File: src/rtl/mux_arb_pkg.sv
// Shared types and constants for the round-robin select generator that
// feeds the 4:1 source mux.
package mux_arb_pkg;

    localparam int unsigned NUM_REQ = 4;
    localparam int unsigned SEL_W   = 2;
    // Wide enough for any MAX_HOLD in 2..255.
    localparam int unsigned HOLD_W  = 8;

    typedef enum logic {
        IDLE,
        GRANT
    } arb_state_t;

    // Encoded owner index to one-hot grant vector.
    function automatic logic [NUM_REQ-1:0] idx_to_onehot(input logic [SEL_W-1:0] idx);
        logic [NUM_REQ-1:0] oh;
        oh      = '0;
        oh[idx] = 1'b1;
        return oh;
    endfunction

endpackage

File: src/rtl/rr_next_idx.sv
// Combinational round-robin winner search: scans from last_ptr+1 upward,
// wrapping 3->0, and reports the first requesting index.
module rr_next_idx
    import mux_arb_pkg::*;
(
    input  logic [NUM_REQ-1:0] req_i,
    input  logic [SEL_W-1:0]   last_ptr_i,
    output logic               found_o,
    output logic [SEL_W-1:0]   idx_o
);

    // Rotating priority scan; the SEL_W-bit add wraps naturally modulo NUM_REQ.
    always_comb begin
        logic [SEL_W-1:0] cand;
        cand    = '0;
        found_o = 1'b0;
        idx_o   = '0;
        for (int unsigned k = 1; k <= NUM_REQ; k++) begin
            cand = last_ptr_i + SEL_W'(k);
            if (!found_o && req_i[cand]) begin
                found_o = 1'b1;
                idx_o   = cand;
            end
        end
    end

endmodule

File: src/rtl/rr_mux_arbiter.sv
// Round-robin arbiter producing the select for the downstream 4:1 mux.
// Outputs are registered: requests sampled at one edge appear at the next.
// Optional feature: define RR_ARB_TIMEOUT_EN to bound how long one owner
// may keep the grant (MAX_HOLD cycles) while other sources are waiting.
module rr_mux_arbiter
    import mux_arb_pkg::*;
#(
    parameter int unsigned MAX_HOLD = 8
) (
    input  logic               clk_in,
    input  logic               rst_n_in,
    input  logic [NUM_REQ-1:0] req_in,
    output logic [NUM_REQ-1:0] grant_out,
    output logic [SEL_W-1:0]   sel_out,
    output logic               valid_out
);

    if (MAX_HOLD < 2 || MAX_HOLD > 255) begin : g_max_hold_range
        $error("rr_mux_arbiter: MAX_HOLD must be in 2..255");
    end

    arb_state_t         state_q, state_d;
    logic [NUM_REQ-1:0] grant_q, grant_d;
    logic [SEL_W-1:0]   sel_q, sel_d;
    logic [SEL_W-1:0]   last_ptr_q, last_ptr_d;
`ifdef RR_ARB_TIMEOUT_EN
    logic [HOLD_W-1:0]  hold_cnt_q, hold_cnt_d;
`endif

    logic [NUM_REQ-1:0] search_req;
    logic               owner_req;
    logic               win_found;
    logic [SEL_W-1:0]   win_idx;

    // The current owner is masked out of the search, so "found" always
    // means another source is pending; in IDLE grant_q is zero and the
    // mask has no effect.
    assign search_req = req_in & ~grant_q;
    assign owner_req  = |(req_in & grant_q);

    rr_next_idx u_next_idx (
        .req_i      (search_req),
        .last_ptr_i (last_ptr_q),
        .found_o    (win_found),
        .idx_o      (win_idx)
    );

    // Next-state, grant and pointer selection.
    always_comb begin
        logic take_new;
        take_new   = 1'b0;
        state_d    = state_q;
        grant_d    = grant_q;
        sel_d      = sel_q;
        last_ptr_d = last_ptr_q;
`ifdef RR_ARB_TIMEOUT_EN
        hold_cnt_d = hold_cnt_q;
`endif
        case (state_q)
            IDLE: begin
                if (win_found) begin
                    take_new = 1'b1;
                end
            end
            GRANT: begin
                if (owner_req) begin
`ifdef RR_ARB_TIMEOUT_EN
                    if (hold_cnt_q == HOLD_W'(MAX_HOLD - 1)) begin
                        // At the limit: rotate if anyone waits, otherwise saturate.
                        take_new = win_found;
                    end else begin
                        hold_cnt_d = hold_cnt_q + 1'b1;
                    end
`endif
                end else if (win_found) begin
                    take_new = 1'b1;
                end else begin
                    state_d = IDLE;
                    grant_d = '0;
`ifdef RR_ARB_TIMEOUT_EN
                    hold_cnt_d = '0;
`endif
                end
            end
        endcase
        if (take_new) begin
            state_d    = GRANT;
            grant_d    = idx_to_onehot(win_idx);
            sel_d      = win_idx;
            last_ptr_d = win_idx;
`ifdef RR_ARB_TIMEOUT_EN
            hold_cnt_d = '0;
`endif
        end
    end

    // State and output registers with synchronous active-low reset.
    always_ff @(posedge clk_in) begin
        if (!rst_n_in) begin
            state_q    <= IDLE;
            grant_q    <= '0;
            sel_q      <= '0;
            last_ptr_q <= SEL_W'(NUM_REQ - 1);
`ifdef RR_ARB_TIMEOUT_EN
            hold_cnt_q <= '0;
`endif
        end else begin
            state_q    <= state_d;
            grant_q    <= grant_d;
            sel_q      <= sel_d;
            last_ptr_q <= last_ptr_d;
`ifdef RR_ARB_TIMEOUT_EN
            hold_cnt_q <= hold_cnt_d;
`endif
        end
    end

    assign grant_out = grant_q;
    assign sel_out   = sel_q;
    assign valid_out = (state_q == GRANT);

endmodule

File: config.mk
export PLATFORM = sky130hd
export DESIGN_NAME = rr_mux_arbiter
export DESIGN_NICKNAME = d
export VERILOG_FILES = /design/src/rtl/mux_arb_pkg.sv /design/src/rtl/rr_next_idx.sv /design/src/rtl/rr_mux_arbiter.sv
export SDC_FILE = /design/constraint.sdc
export NUM_CORES = 1
export LEC_CHECK = 0
export BUFFER_PORTS_ARGS = -buffer_cell sky130_fd_sc_hd__buf_4
export CAP_MARGIN = 20
export CORE_AREA = 2 2 41 43
export CTS_BUF_LIST = sky130_fd_sc_hd__clkbuf_8
export DETAILED_ROUTE_END_ITERATION = 8
export DIE_AREA = 0 0 43 45
export GPL_ROUTABILITY_DRIVEN = 0
export MAX_ROUTING_LAYER = met4
export SLEW_MARGIN = 20
export SYNTH_ARGS = -nofsm -noshare
export SYNTH_HDL_FRONTEND = slang
export SYNTH_SLANG_ARGS = --single-unit
File: constraint.sdc
create_clock -name clk_in -period 1.2 [get_ports clk_in]
set_input_delay 0.18 -clock clk_in [delete_from_list [all_inputs] [get_ports clk_in]]
set_output_delay 0.18 -clock clk_in [all_outputs]
set_load 0.005 [all_outputs]
==> results.md, run 1 <==
* Outcome: finished, violations left
* Failing checks: setup timing
* CTS Buffer Depth at 2
* Max Slew Vio Count at 0
* Synth top area share at 0.3207
* Syn Inst Count at 63
* Post-Synth Adder-Cell Area at 0
* Final ANT Viol Nets at 0
* Setup-failing EPs final at 8
* Maximum vdd ir drop at 1133 µV
* GRT Overall Usage at 0.1516
* Met3 WL at 52 µm
* Layout cells sized above 1 at 0.5814
* Xor and xnor fraction of the mapped netlist area at 0
* ANT cells at 0
* Main combinational cell family by area after synthesis: simple AND/OR/NAND/NOR gates
* Layout Nets at 93
* Vias in the first global route at between 400 and 500
* Commonest non-fill, non-tap cell in the layout: buf_4
* CP Data Required Time at 1.33 ns
* Initial antenna violation count at 0
* Row cnt at 14
* Reg2Reg Setup Slack at -0.14 ns
* Overall Power at approximately 1700 µW
* Highest Clock Rate at roughly 0.75 GHz
* Multi-input gate area at about 400 µm²
* Post-Syn Nets at 69
* Total of max-cap violations at 0
* CP Cell Sequence: and2b_2 > nor2_2 > nor4_4 > nand3b_4 > o21ai_2
* Syn_area_per_cell at between 8 and 9 µm²
* Worst setup SP type: flip-flop
* Post-synthesis cell area at between 500 and 600 µm²
* M1 WL at about 590 µm
* Post-DP HPWL at around 940 µm
* Root Buffer: clkbuf_8
* CTS sink cnt at 9
* DR pass1 iterations at 4
* Simple-gate share of the synthesized area at 0.3831
* Top sig layer: met4
* CP peak stage delay at 0.33 ns
* Final Hold Vio Count at 0
* FF+latch count, synth at 9
* Most frequent cells in the layout: buf_4, o21ai_2, nand3_1
* CP max-delay cell: dfxtp_2
* Via count at 530
* Tightest Hold Check Type: primary input to flip-flop
* DP Worst Slack at -0.1485 ns
* Chip height at 45 µm
* Initial drt markers at 13
* Crit share post-route at 1.114
* Die W at between 40 and 50 µm
* Final WS setup at -0.1364 ns
* Worst Max-Slew Pin Slew at approximately 0.29 ns
* Worst setup EP type: flip-flop
* Netlist cell types at 30
* CP Buf/Inv Count at 0
* PortBufs at 12
* First-pass GRT wire length at roughly 2000 µm
* Area contributors post-synth: dfxtp_1, o21ai_2, nand3_1
* Cts hold-fix bufs at 0
* LEAKAGE at ~0.00037 µW
* Largest area contributor in the netlist: dfxtp_1
* Clock Latency Late Sink at between 0.2 and 0.25 ns
* Family with the most delay on the worst path: simple AND/OR/NAND/NOR gates
* Critical path class: flip-flop to flip-flop
* Met2 WL at around 580 µm
* CTS tree: done
* CP arrival at 1.46 ns
* Die area at 0.001935 mm²
* GRT Residual Overflow at 0
* Crit path time final at 1.336 ns
* Initial Utilization at 0.3818
* Fin Clk Skew at about 0.0025 ns
* DRC Markers at 0
* Filler cells at about 140
* IO Count at 13
* Routed wire length at roughly 1300 µm
* Vias per cell at a little over 5
* Register area at 191.4 µm²
* Post-synthesis compound-gate area fraction at 0.2539
* PD cells at approximately 2100 mW/mm²
* Pin count of the biggest net entering global routing at 12
* RSZ-0062 raised after global routing: yes
* Seq/Total Area, Yosys at 0.3207
* Multiplexer area fraction after synthesis at 0.01782
* Slew margin rel. at 0.8084
* Num CTS Buffers at 3
* WL per Instance at around 12 µm
* Synth Warn # at 0
* P&R area growth vs syn at 45.66%
* H-tree depth at 1
* Largest fanout on the critical path at 4
* Core area at roughly 0.0015 mm²
* Clock-pin slew of the registers on the worst-case setup and hold paths at 0.05 ns
## cell families (layout without fill, tap and decap cells)
kind of cell | count (synthesis) | after routing
AOI/OAI and AO/OA | 19 | 19
buffers and inverters | 3 | 26
DFF | 9 | 9
muxes | 1 | 1
and+or+nand+nor | 31 | 31
## per-stage QoR
step / cells / setup TNS (ns) / hold slack (ns) / utilization / cell area [µm²]
floorplan: 63 / -0.2514 / 0.3365 / - / 565.5
global placement: 96 / -0.9046 / 0.4451 / 0.4881 / 718.2
detailed placement: 96 / -0.8682 / 0.4440 / 0.4881 / 718.2
CTS: 101 / -0.9228 / 0.2013 / 0.5281 / 777.0
global route: 102 / -1.362 / 0.2113 / 0.5561 / 818.3
finish: 102 / -0.6936 / 0.2045 / 0.5561 / 818.3
## synth_stat cells
cell	number
mux2i_1	1
nand3_1	6
nand3_2	1
and2_4	1
nand4_1	1
o211ai_1	1
nand2b_1	2
nand2_1	7
a21boi_0	1
inv_1	1
a21boi_1	1
nand3b_4	1
and2b_2	1
a211oi_1	1
o21ai_2	5
dfxtp_1	9
nor2_1	3
o21ai_0	4
nor2b_1	2
a211o_1	1
a22o_1	2
buf_2	2
nor4_4	1
and3_4	1
a21oi_1	2
and2b_1	1
nand2b_4	1
nand2b_2	1
a211oi_2	1
or2_2	1
## what timing repair did
item / 4_1_cts / 5_1_grt
resized for setup: 3 / 12
setup buffers: 1 / 1
setup endpoints to repair: 8 / 8
pin swaps: 4 / 8
## where the power goes
part	internal [µW]	total (µW)	leakage (µW)	switching [µW]
clock network	223	344	0.0000269	121
registers	414	492	0.0000767	78.0
logic	492	893	0.000265	401
total	1130	1730	0.000369	600
## flip-flops by register name, summed over array words and instances, names as in the netlist
signal and count:
last_ptr_q 2, valid_out 1, grant_out 4, sel_out 2
## cell type report
| cell class | instances | area share |
|---|---|---|
| repair buffers | 21 | 0.1972 |
| multi-input cells | 51 | 0.4847 |
| flip-flops and latches | 9 | 0.2339 |
| clock inverters | 1 | 0.004587 |
| clock buffers | 3 | 0.05046 |
| inverters | 1 | 0.004587 |
| well taps | 16 | 0.02446 |
## routing by layer
layer / track usage / vias to the layer above
met3: 0.02800 / 2
met1: 0.1861 / 243
met4: 0.1273 / 0
met2: 0.2152 / 12
met5: - / -
li1: - / 273
## path summary, 6_finish.rpt
| kind | start | depth (start not counted) | end |
|---|---|---|---|
| min | rst_n_in | 2 | last_ptr_q[0]$_SDFFE_PN1P_ |
| max reg2reg | grant_out[3]$_SDFFE_PN0P_ | 5 | grant_out[0]$_SDFFE_PN0P_ |
| min reg2reg | sel_out[1]$_SDFFE_PN0P_ | 2 | sel_out[1]$_SDFFE_PN0P_ |
| max | grant_out[3]$_SDFFE_PN0P_ | 5 | grant_out[0]$_SDFFE_PN0P_ |
No activity file was read; power rests on OpenSTA's default activity.
==> run 2, diff against run 1 <==
--- a/config.mk
+++ b/config.mk
@@ -13,7 +13,6 @@
 export DIE_AREA = 0 0 43 45
 export GPL_ROUTABILITY_DRIVEN = 0
 export MAX_ROUTING_LAYER = met4
-export SLEW_MARGIN = 20
 export SYNTH_ARGS = -nofsm -noshare
 export SYNTH_HDL_FRONTEND = slang
 export SYNTH_SLANG_ARGS = --single-unit
==> constraint.sdc (replaced) <==
create_clock -name clk_in -period 1.25 [get_ports clk_in]
set_input_delay 0.1875 -clock clk_in [delete_from_list [all_inputs] [get_ports clk_in]]
set_output_delay 0.1875 -clock clk_in [all_outputs]
set_load 0.005 [all_outputs]
==> results.md, run 2 (synthesis results as in run 1) <==
* Outcome: finished, violations left
* Failing checks: setup timing
* Setup-failing EPs final at 7
* WL per Instance at between 10 and 15 µm
* CP Cell Sequence: nand2b_4 > and3_4 > nor4_4 > nand3b_4 > o21ai_2
* Final ANT Viol Nets at 0
* Register area at around 190 µm²
* Initial Utilization at 0.3818
* Worst Max-Slew Pin Slew at 0.3083 ns
* Filler cells at ~140
* PortBufs at 12
* Slew margin rel. at 0.7929
* Vias per cell at about 5.3
* Via count at 544
* Row cnt at 14
* CTS Buffer Depth at 2
* Crit path from: grant_out[3]$_SDFFE_PN0P_
* Most frequent cells in the layout: buf_4, o21ai_2, nand3_1
* Crit share post-route at 1.085
* Clock network power share at 0.198
* CP Buf/Inv Count at 0
* Die W at between 40 and 50 µm
* CP Data Required Time at approximately 1.4 ns
* Seq pwr share at 0.298
* Cell-internal power at 1072 µW
* Chip height at ~45 µm
* CP peak stage delay at roughly 0.34 ns
* Largest fanout on the critical path at 4
* Crit path time final at approximately 1.4 ns
* ANT cells at 0
* Vias in the first global route at ~540
* Worst setup SP type: flip-flop
* Max Slew Vio Count at 0
* GRT Residual Overflow at 0
* CP arrival at 1.48 ns
* Final Hold Vio Count at 0
* Layout Nets at between 90 and 100
* Initial drt markers at 11
* Clock-pin slew of the registers on the worst-case setup and hold paths at 0.05 ns
* CP max-delay cell: nor4_4
* Family with the most delay on the worst path: simple AND/OR/NAND/NOR gates
* Post-DP HPWL at ~990 µm
* GRT Overall Usage at 0.1675
* H-tree depth at 1
* LEAKAGE at 0.0003689 µW
* Largest register FFs at 4
* CTS tree: done
* Maximum vdd ir drop at ~1200 µV
* Critical path class: flip-flop to flip-flop
* Tightest Hold Check Type: primary input to flip-flop
* Worst setup EP type: flip-flop
* Initial antenna violation count at 0
* Final WS setup at -0.1063 ns
* Combinational Power Share at 0.504
* DRC Markers at 0
* Core area at roughly 0.0015 mm²
* PD cells at roughly 2000 mW/mm²
* P&R area growth vs syn at 46.77%
* Sw power at about 600 µW
* DR pass1 iterations at 4
* Fin Clk Skew at approximately 0.0037 ns
* Routed wire length at roughly 1400 µm
* First-pass GRT wire length at roughly 2300 µm
* Overall Power at between 1500 and 2000 µW
* Die area at roughly 0.0019 mm²
* Pin count of the biggest net entering global routing at 12
* Fin util at 0.5604
* Sw Ratio at 0.3593
* RR Startpoint: grant_out[3]$_SDFFE_PN0P_
* IO Count at 13
* Clock Latency Late Sink at ~0.23 ns
* Highest Clock Rate at 0.7373 GHz
* RSZ-0062 raised after global routing: yes
* Commonest non-fill, non-tap cell in the layout: buf_4
* Root Buffer: clkbuf_8
* Min-delay src: rst_n_in
* Total of max-cap violations at 0
* Num CTS Buffers at 3
* Multi-input gate area at slightly above 400 µm²
* CTS sink cnt at 9
* Layout cells sized above 1 at 0.6047
run 2: per-layer routing:
layer	track usage	up-vias	part of all wire
li1	-	273	-
met1	0.2211	250	0.47
met2	0.2364	15	0.46
met3	0.02400	6	0.043
met4	0.1152	0	0.020
met5	-	-	0
run 2: repair_timing:
item | 4_1_cts | 5_1_grt
endpoints found under the setup margin | 8 | 8
gates resized for setup | 6 | 11
hold buffers | 0 | 0
setup buffers | 1 | 2
hold endpoints to repair | 0 | 0
pin swaps | 4 | 4
run 2: power by group through the flow:
| stage | registers (µW) | logic, µW | clock network (µW) |
|---|---|---|---|
| global placement | 485 | 727 | 0 |
| finish | 499 | 843 | 331 |
| global route | 512 | 918 | 358 |
| CTS | 489 | 762 | 337 |
| detailed placement | 487 | 728 | 0 |
| floorplan | 453 | 474 | 0 |
run 2: final cells by class:
class | instances | area share
well taps | 16 | 0.02428
clock buffers | 3 | 0.05008
repair buffers | 21 | 0.1958
multi-input cells | 51 | 0.4962
clock inverters | 1 | 0.004552
inverters | 1 | 0.004552
flip-flops and latches | 9 | 0.2246
run 2: metrics by stage:
step                std cells  setup WS (ns)  instance area [µm²]  hold slack [ns]  TNS (ns)
floorplan                  63       -0.03229                563.0           0.3440  -0.05794
global placement           95       -0.09307                708.2           0.4460   -0.5303
detailed placement         95        -0.1072                708.2           0.4543   -0.6279
CTS                       100        -0.1013                772.0           0.2154   -0.4950
global route              102        -0.1714                824.5           0.2191   -0.9915
finish                    102        -0.1063                824.5           0.2145   -0.4993
run 2: worst paths after layout:
kind / cells after the start / slack [ns] / end
max reg2reg: 5 / -0.11 / grant_out[0]$_SDFFE_PN0P_
max: 5 / -0.11 / grant_out[0]$_SDFFE_PN0P_
min: 2 / 0.21 / last_ptr_q[0]$_SDFFE_PN1P_
min reg2reg: 2 / 0.46 / sel_out[1]$_SDFFE_PN0P_
